===== src/rtl/fetch_unit_pkg.sv =====
// -----------------------------------------------------------------------------
// fetch_unit_pkg
// Shared definitions for the instruction fetch unit:
//   - BranchCtrl encodings (PC4, PCB, PCJR); encoding 2'b11 behaves as PC4
//   - fetch FSM state enum
//   - default NOP instruction (addi x0, x0, 0)
//   - helper that selects the redirect PC for a flush
// -----------------------------------------------------------------------------
package fetch_unit_pkg;

   localparam logic [1:0] PC4  = 2'b00;
   localparam logic [1:0] PCB  = 2'b01;
   localparam logic [1:0] PCJR = 2'b10;

   localparam logic [31:0] NOP_INSTR_DEFAULT = 32'h0000_0013;

   typedef enum logic [1:0] {
      BOOT = 2'b00,
      REQ  = 2'b01,
      RESP = 2'b10,
      DROP = 2'b11
   } fetch_state_t;

   // Flush target: branch or jalr target, otherwise refetch from the current PC.
   function automatic logic [31:0] redirect_pc(input logic [1:0]  i_ctrl,
                                               input logic [31:0] i_pc,
                                               input logic [31:0] i_pc_branch,
                                               input logic [31:0] i_pc_jalr);
      case (i_ctrl)
         PCB:     return i_pc_branch;
         PCJR:    return i_pc_jalr;
         default: return i_pc;
      endcase
   endfunction

endpackage


===== src/rtl/fetch_unit.sv =====
// -----------------------------------------------------------------------------
// fetch_unit
// Instruction fetch stage: PC register, single-outstanding imem request FSM,
// one-entry hold register for responses that arrive while the pipe is stalled,
// and the IF/ID pipeline register.
//
// Ports
//   clk, rst           : clock, synchronous active-high reset
//   PCWrite            : 0 stalls the PC
//   IFID_RegWrite      : 0 stalls the IF/ID register
//   InstrFlush         : kill IF/ID, drop in-flight fetch, redirect PC
//   BranchCtrl[1:0]    : redirect select (PC4 / PCB / PCJR, 11 = PC4)
//   pc_branch, pc_jalr : redirect targets
//   im_req/im_addr/im_ready    : imem request handshake
//   im_rvalid/im_rdata         : imem response
//   ifid_pc/ifid_instr/ifid_valid : IF/ID register
//   fetch_stall        : no instruction available this cycle
//
// Configuration
//   FETCH_PERF_EN : when defined, adds saturating perf_stall_cnt and
//                   perf_flush_cnt outputs.
// -----------------------------------------------------------------------------
module fetch_unit
   import fetch_unit_pkg::*;
#(
   parameter logic [31:0] RESET_PC  = 32'h0000_0000,
   parameter logic [31:0] NOP_INSTR = NOP_INSTR_DEFAULT
) (
   input  logic        clk,
   input  logic        rst,
   input  logic        PCWrite,
   input  logic        IFID_RegWrite,
   input  logic        InstrFlush,
   input  logic [1:0]  BranchCtrl,
   input  logic [31:0] pc_branch,
   input  logic [31:0] pc_jalr,
   output logic        im_req,
   output logic [31:0] im_addr,
   input  logic        im_ready,
   input  logic        im_rvalid,
   input  logic [31:0] im_rdata,
   output logic [31:0] ifid_pc,
   output logic [31:0] ifid_instr,
   output logic        ifid_valid,
   output logic        fetch_stall
`ifdef FETCH_PERF_EN
   ,
   output logic [31:0] perf_stall_cnt,
   output logic [31:0] perf_flush_cnt
`endif
);

   fetch_state_t r_state;
   fetch_state_t w_state_nxt;

   logic [31:0] r_pc;
   logic        r_hold_valid;
   logic [31:0] r_hold_instr;
   logic [31:0] r_ifid_pc;
   logic [31:0] r_ifid_instr;
   logic        r_ifid_valid;

   logic        w_live;
   logic        w_avail;
   logic        w_stall;
   logic        w_consume;
   logic [31:0] w_instr;

   // A live response only counts while nothing is parked in the hold register,
   // so the two sources are mutually exclusive.
   assign w_live    = (r_state == RESP) && im_rvalid && !r_hold_valid;
   assign w_avail   = w_live || r_hold_valid;
   assign w_stall   = !IFID_RegWrite || !PCWrite;
   assign w_consume = !InstrFlush && !w_stall && w_avail;
   assign w_instr   = r_hold_valid ? r_hold_instr : im_rdata;

   assign im_req      = (r_state == REQ);
   assign im_addr     = r_pc;
   assign ifid_pc     = r_ifid_pc;
   assign ifid_instr  = r_ifid_instr;
   assign ifid_valid  = r_ifid_valid;
   assign fetch_stall = !w_avail;

   // NOTE: every combinational output gets a default first so no path leaves
   // it unassigned, which would otherwise infer a latch.
   always_comb begin
      w_state_nxt = r_state;
      case (r_state)
         BOOT: w_state_nxt = REQ;
         REQ: begin
            // A request accepted in the flush cycle still returns data that
            // must be thrown away.
            if (im_ready) w_state_nxt = InstrFlush ? DROP : RESP;
         end
         RESP: begin
            if (InstrFlush)
               w_state_nxt = (r_hold_valid || im_rvalid) ? REQ : DROP;
            else if (w_consume)
               w_state_nxt = REQ;
         end
         DROP: begin
            if (im_rvalid) w_state_nxt = REQ;
         end
         default: w_state_nxt = BOOT;
      endcase
   end

   // NOTE: sequential state uses non-blocking assignments so every register
   // samples the pre-edge values of its neighbours.
   always_ff @(posedge clk) begin
      if (rst) begin
         r_state      <= BOOT;
         r_pc         <= RESET_PC;
         r_hold_valid <= 1'b0;
         r_ifid_pc    <= 32'h0000_0000;
         r_ifid_instr <= NOP_INSTR;
         r_ifid_valid <= 1'b0;
      end else begin
         r_state <= w_state_nxt;
         if (InstrFlush) begin
            r_ifid_valid <= 1'b0;
            r_ifid_instr <= NOP_INSTR;
            r_hold_valid <= 1'b0;
            r_pc         <= redirect_pc(BranchCtrl, r_pc, pc_branch, pc_jalr);
         end else if (w_stall) begin
            if (w_live) r_hold_valid <= 1'b1;
         end else if (w_avail) begin
            r_ifid_instr <= w_instr;
            r_ifid_pc    <= r_pc;
            r_ifid_valid <= 1'b1;
            r_pc         <= r_pc + 32'd4;
            r_hold_valid <= 1'b0;
         end else if (IFID_RegWrite) begin
            r_ifid_valid <= 1'b0;
            r_ifid_instr <= NOP_INSTR;
         end
      end
   end

   // NOTE: the hold data register has no reset; r_hold_valid qualifies it.
   always_ff @(posedge clk) begin
      if (!InstrFlush && w_stall && w_live) r_hold_instr <= im_rdata;
   end

`ifdef FETCH_PERF_EN
   logic [31:0] r_perf_stall_cnt;
   logic [31:0] r_perf_flush_cnt;

   always_ff @(posedge clk) begin
      if (rst) begin
         r_perf_stall_cnt <= 32'h0000_0000;
         r_perf_flush_cnt <= 32'h0000_0000;
      end else begin
         if (fetch_stall && (r_perf_stall_cnt != 32'hFFFF_FFFF))
            r_perf_stall_cnt <= r_perf_stall_cnt + 32'd1;
         if (InstrFlush && (r_perf_flush_cnt != 32'hFFFF_FFFF))
            r_perf_flush_cnt <= r_perf_flush_cnt + 32'd1;
      end
   end

   assign perf_stall_cnt = r_perf_stall_cnt;
   assign perf_flush_cnt = r_perf_flush_cnt;
`endif

endmodule


===== config.mk =====
export PLATFORM = sky130hd
export DESIGN_NAME = fetch_unit
export DESIGN_NICKNAME = d
export VERILOG_FILES = /design/src/rtl/fetch_unit_pkg.sv /design/src/rtl/fetch_unit.sv
export SDC_FILE = /design/constraint.sdc
export NUM_CORES = 1
export LEC_CHECK = 0
export ABC_AREA = 1
export BUFFER_PORTS_ARGS = -buffer_cell sky130_fd_sc_hd__clkbuf_2
export CORE_MARGIN = 2
export CORE_UTILIZATION = 51
export CTS_BUF_LIST = sky130_fd_sc_hd__clkbuf_16
export DETAILED_ROUTE_END_ITERATION = 10
export PLACE_DENSITY = 0.83
export SLEW_MARGIN = 5
export SYNTH_ARGS = -nofsm -noshare
export SYNTH_HDL_FRONTEND = slang
export SYNTH_SLANG_ARGS = --single-unit
export TNS_END_PERCENT = 20

===== constraint.sdc =====
create_clock -name clk -period 6.95 [get_ports clk]
set_clock_uncertainty 0.1 [all_clocks]
set_input_delay 1.39 -clock clk [delete_from_list [all_inputs] [get_ports clk]]
set_output_delay 1.39 -clock clk [all_outputs]
set_load 0.005 [all_outputs]

; Yosys cells after proc, flatten, opt, wreduce, memory -nomap -nowiden
; Index checks and enable logic that the tools add are counted.
[totals]
n_memories = 0
latchBits = 0
reg_bits = 132
word_cells = 65
mem_bits_ro = 0
ramBits = 0
[classes]
n_bitwise = 2
magnitude_cmp = 0
n_shift = 0
n_div = 0
multipliers = 0
reduce_logical = 25
n_addsub = 1
muxes = 19
eq_ne = 11
[ops]
columns = cell, count
row1 = 32-bit two-way mux, 6
row2 = 32-bit case mux with 2 select lines, 1
row3 = 32-bit by 3-bit adder with 32-bit output (second input constant), 1
row4 = 2-bit two-way mux, 5
row5 = 3-bit AND reduction, 3
row6 = 2-bit case mux with 4 select lines, 1
row7 = 2-bit == test (second input constant), 3
row8 = 1-bit logical AND, 6
row9 = 1-bit logical NOT, 6
row10 = 1-bit two-way mux, 6
row11 = 2-bit != test (second input constant), 3
row12 = 2-bit nonzero test, 3
row13 = 2-bit by 1-bit == test with 1-bit output (second input constant), 2
row14 = 2-bit AND reduction, 2
row15 = 1-bit logical OR, 3
row16 = 3-bit by 1-bit != test with 1-bit output (second input constant), 1
row17 = 3-bit != test (second input constant), 1
row18 = 2-bit logical NOT, 1
row19 = 2-bit by 1-bit != test with 1-bit output (second input constant), 1
row20 = 1-bit NOT, 2
row21 = 2-bit OR reduction, 1

; Depth between registers and ports, before layout
[depth]
depth_word = 8
mapped_depth = 11
depth_no_buf = 10

; Worst setup path after synthesis
; No wires, ideal clock.
[synth_path]
path_type = input-to-reg
startpoint = input InstrFlush
endpoint = register r_hold_instr[0] (enable)
cell_stages = 3
required_time_ps = 6348
path_buffers = 2
slack_ps = 1451
arrival_ps = 4897
cell_sequence = buf_4 clkbuf_1 nor4_1
[synth_between]
elab_chain_cells = 3
[synth_rtl]
columns = element, line_no
row1 = start: declaration, fetch_unit.sv:33  ; input logic InstrFlush,
row2 = 1-bit logical NOT, fetch_unit.sv:142  ; if (!InstrFlush && w_stall && w_live) r_hold_instr <= im_rdata;
row3 = 1-bit logical AND (2 in series), fetch_unit.sv:142
row4 = end signal: assignment, fetch_unit.sv:142
row5 = end: declaration, fetch_unit.sv:58  ; logic [31:0] r_hold_instr;
; Every way passes these cells.
; A chain may end at the register's enable or synchronous reset.

; Worst setup path in the final report
[layout_path]
startpoint = input InstrFlush
endpoint = register r_pc[11] (netlist: im_addr[11])
[layout_between]
elab_chain_cells = 2
word_cells_on_any_way = 5
cone_classes = eq/ne (2) / mux (1) / reduce/logical (2)
[layout_rtl]
columns = element, line_no
row1 = 3-bit by 1-bit != test with 1-bit output (no source line) (tied with other cells), n/a
row2 = 3-bit AND reduction (no source line), n/a
row3 = end signal: assignment, fetch_unit.sv:124  ; r_pc <= redirect_pc(BranchCtrl, r_pc, pc_branch, pc_jalr);
row4 = end signal: assignment, fetch_unit.sv:131  ; r_pc <= r_pc + 32'd4;
row5 = end: declaration, fetch_unit.sv:56  ; logic [31:0] r_pc;
; Parallel ways exist; a longest one is shown, timed or not.

==> flow_summary.json <==
{
  "outcome": "finished, final reports clean",
  "crit_path_end_kind": "flip-flop",
  "setup_ws_ps": 3460,
  "ys_ff_latch": 132,
  "pin_count": 204,
  "fmax_mhz": 287,
  "fin_crit_ps": 3490,
  "crit_start": "InstrFlush",
  "avgViaCountPerCell": 5.25,
  "path_class": "primary input to flip-flop",
  "busiest_layer": "met2",
  "fin_tns_setup_ps": 0,
  "dr.pass1.iters": 5,
  "rows": 40,
  "cap_violations": 0,
  "ff2ff_path_depth": 8,
  "hpwl_um": 12000,
  "power_density_nw_per_um2": 255,
  "power_frac_seq_pct": 43.5,
  "routedWlPerCell_um": 14.5,
  "grtUsageMet1_pct": 33.6,
  "critPathLaunchType": "primary input",
  "final_layout_size_suffix_gt1_share_pct": 27.0,
  "core_um2": 11900,
  "ctsResizeCount": 0,
  "synth-main-ff-cell": "dfxtp_1",
  "routabilityCongestion": 0.908,
  "grt_pass1_wl_um": 26600,
  "area_growth_pct": 26.3,
  "hold_viol": 0,
  "post-route-drc-count": 0,
  "root_buffer": "clkbuf_16",
  "regToRegEndpoint": "im_addr[11]",
  "dieArea_um2": 13000,
  "worst_pin_slew_ps": 1070,
  "synth_warnings": 0,
  "path_clk_slew_ps": 60,
  "antenna_cells": 0,
  "cp_max_fo": 50,
  "multi_input_area_um2": 2770,
  "rsz0062_at_grt": "no",
  "stdcell_area_um2": 7800,
  "use_met2_pct": 41.5,
  "maxSlewHeadroom_pct": 28.4,
  "numPortBuffers": 203,
  "syn_avg_cell_area_um2": 7.87,
  "syn_inst": 785,
  "ant_nets": 0,
  "power.switching_uw": 506,
  "cts.sinks": 132,
  "grt_pass1_vias": 5545,
  "place_area_um2": 7190,
  "min_path_type": "flip-flop to flip-flop",
  "grtUsageTotal_pct": 25.9,
  "synth_edf_count": 32,
  "vias": 5923,
  "grt_max_degree": 51,
  "overflow": 0,
  "setup_viol": 0,
  "use_met3_pct": 7.17,
  "cp.arrival_ps": 3740,
  "r2r-start": "r_hold_valid",
  "hold_buffers": 0,
  "clockBufferDepth": 2,
  "seq_area_um2": 2960,
  "clk-insertion-delay-late_ps": 420,
  "swShare_pct": 25.4,
  "totalWireLength_um": 16400,
  "cp.required_ps": 7210,
  "initial_utilization_pct": 51.8,
  "synth_fp_nets": 894,
  "cts_buffers": 17,
  "slew_viol_final": 0,
  "drtIter0Drc": 494,
  "fin_nets": 1078,
  "h-tree-depth": 4,
  "die_w_um": 114,
  "period_share_pct": 50.1,
  "crit_end": "im_addr[11]",
  "ys_seq_area_share_pct": 48.0,
  "fillCellCount": 1057,
  "clockPowerShare_pct": 45.3,
  "mostFrequentLayoutCell": "clkbuf_2",
  "layout_common_cells": "clkbuf_2, nand2_1, o21ai_0",
  "synth_cell_types": 34,
  "r2r_slack_ps": 4250,
  "async_flop_share_pct": 0,
  "synth.cell_area_um2": 6180,
  "peakVddDrop_mv": 0.162,
  "cts_post_setup_buffers_inserted": 0,
  "die_h_um": 114,
  "p_int_uw": 1480,
  "antenna_found_initial": 0,
  "p_leak_uw": 0.00340,
  "place_worst_setup_slack_ps": 3050,
  "cts_tree": "done",
  "p_comb_share_pct": 11.2
}
[synth_stat cells, types with 7 or more instances]
master	n	area, um2
nor2_1	94	353
inv_1	60	225
buf_2	16	80.1
o21ai_0	104	521
edfxtp_1	32	961
mux2i_1	29	290
nand3_1	45	225
nand2_1	145	544
a21oi_1	45	225
clkbuf_1	16	60.1
o21ai_1	34	170
dfxtp_1	100	2000
nor2_4	7	78.8
[critical path, cell delays in order]
cell and delay [ps]:
clkbuf_2 400, inv_2 630, nand3_4 320, nand2_4 430, inv_2 190, o21bai_1 190, nand2_1 70, nor2_1 100
[how the worst min path moves through the flow]
stage | from | endpoint | slack, ps | depth (start not counted)
after global routing | ifid_valid | ifid_valid | 380 | 2
final | ifid_valid | ifid_valid | 350 | 2
after detailed placement | ifid_valid | ifid_valid | 340 | 2
after global placement | ifid_valid | ifid_valid | 340 | 2
after floorplan | ifid_valid | ifid_valid | 350 | 2
after CTS | ifid_valid | ifid_valid | 360 | 2
[state kept, by name, indices dropped and copies added (netlist names)]
register,cells
ifid_instr,32
ifid_pc,32
ifid_valid,1
im_addr,32
r_hold_instr,32
r_hold_valid,1
r_state,2
[logic make-up (layout without fill, tap and decap cells)]
group,count (synthesis),count (layout),share of synthesized area (%)
compound gates,200,200,16.9
buf+inv,106,303,7.33
simple gates,309,309,21.6
mux,29,29,4.70
flops,132,132,48.0
fa+ha+maj,4,4,0.810
xor+xnor,5,5,0.709
[per-stage QoR]
step | instances | total power [uW] | hold WS, ps | util, %
6_report | 1129 | 1990 | 355 | 65.5
2_1_floorplan | 785 | 1010 | 348 | -
3_3_place_gp | 1097 | 1100 | 339 | 60.4
4_1_cts | 1129 | 1990 | 357 | 65.5
3_5_place_dp | 1097 | 1100 | 341 | 60.4
5_1_grt | 1129 | 2070 | 375 | 65.5
[metal layers]
layer,vias up,share of wire [%]
met5,-,0
met4,0,1.8
met3,24,8.1
met2,255,46
met1,2655,45
li1,2989,-
[final cells by class]
class / instances / share of cell area, %
sequential: 132 / 38.0
multi-input combinational: 547 / 35.5
timing repair buffer: 205 / 13.2
clock buffer: 19 / 6.10
inverter: 66 / 3.18
tap: 147 / 2.36
clock inverter: 13 / 1.68
[power by group through the flow]
stage	Clock, uW	Combinational, uW	Sequential [uW]
floorplan	0	139	868
global placement	0	217	879
detailed placement	0	222	880
CTS	907	223	864
global route	945	254	869
finish	901	223	864
Power figures use the tool's default switching activity.
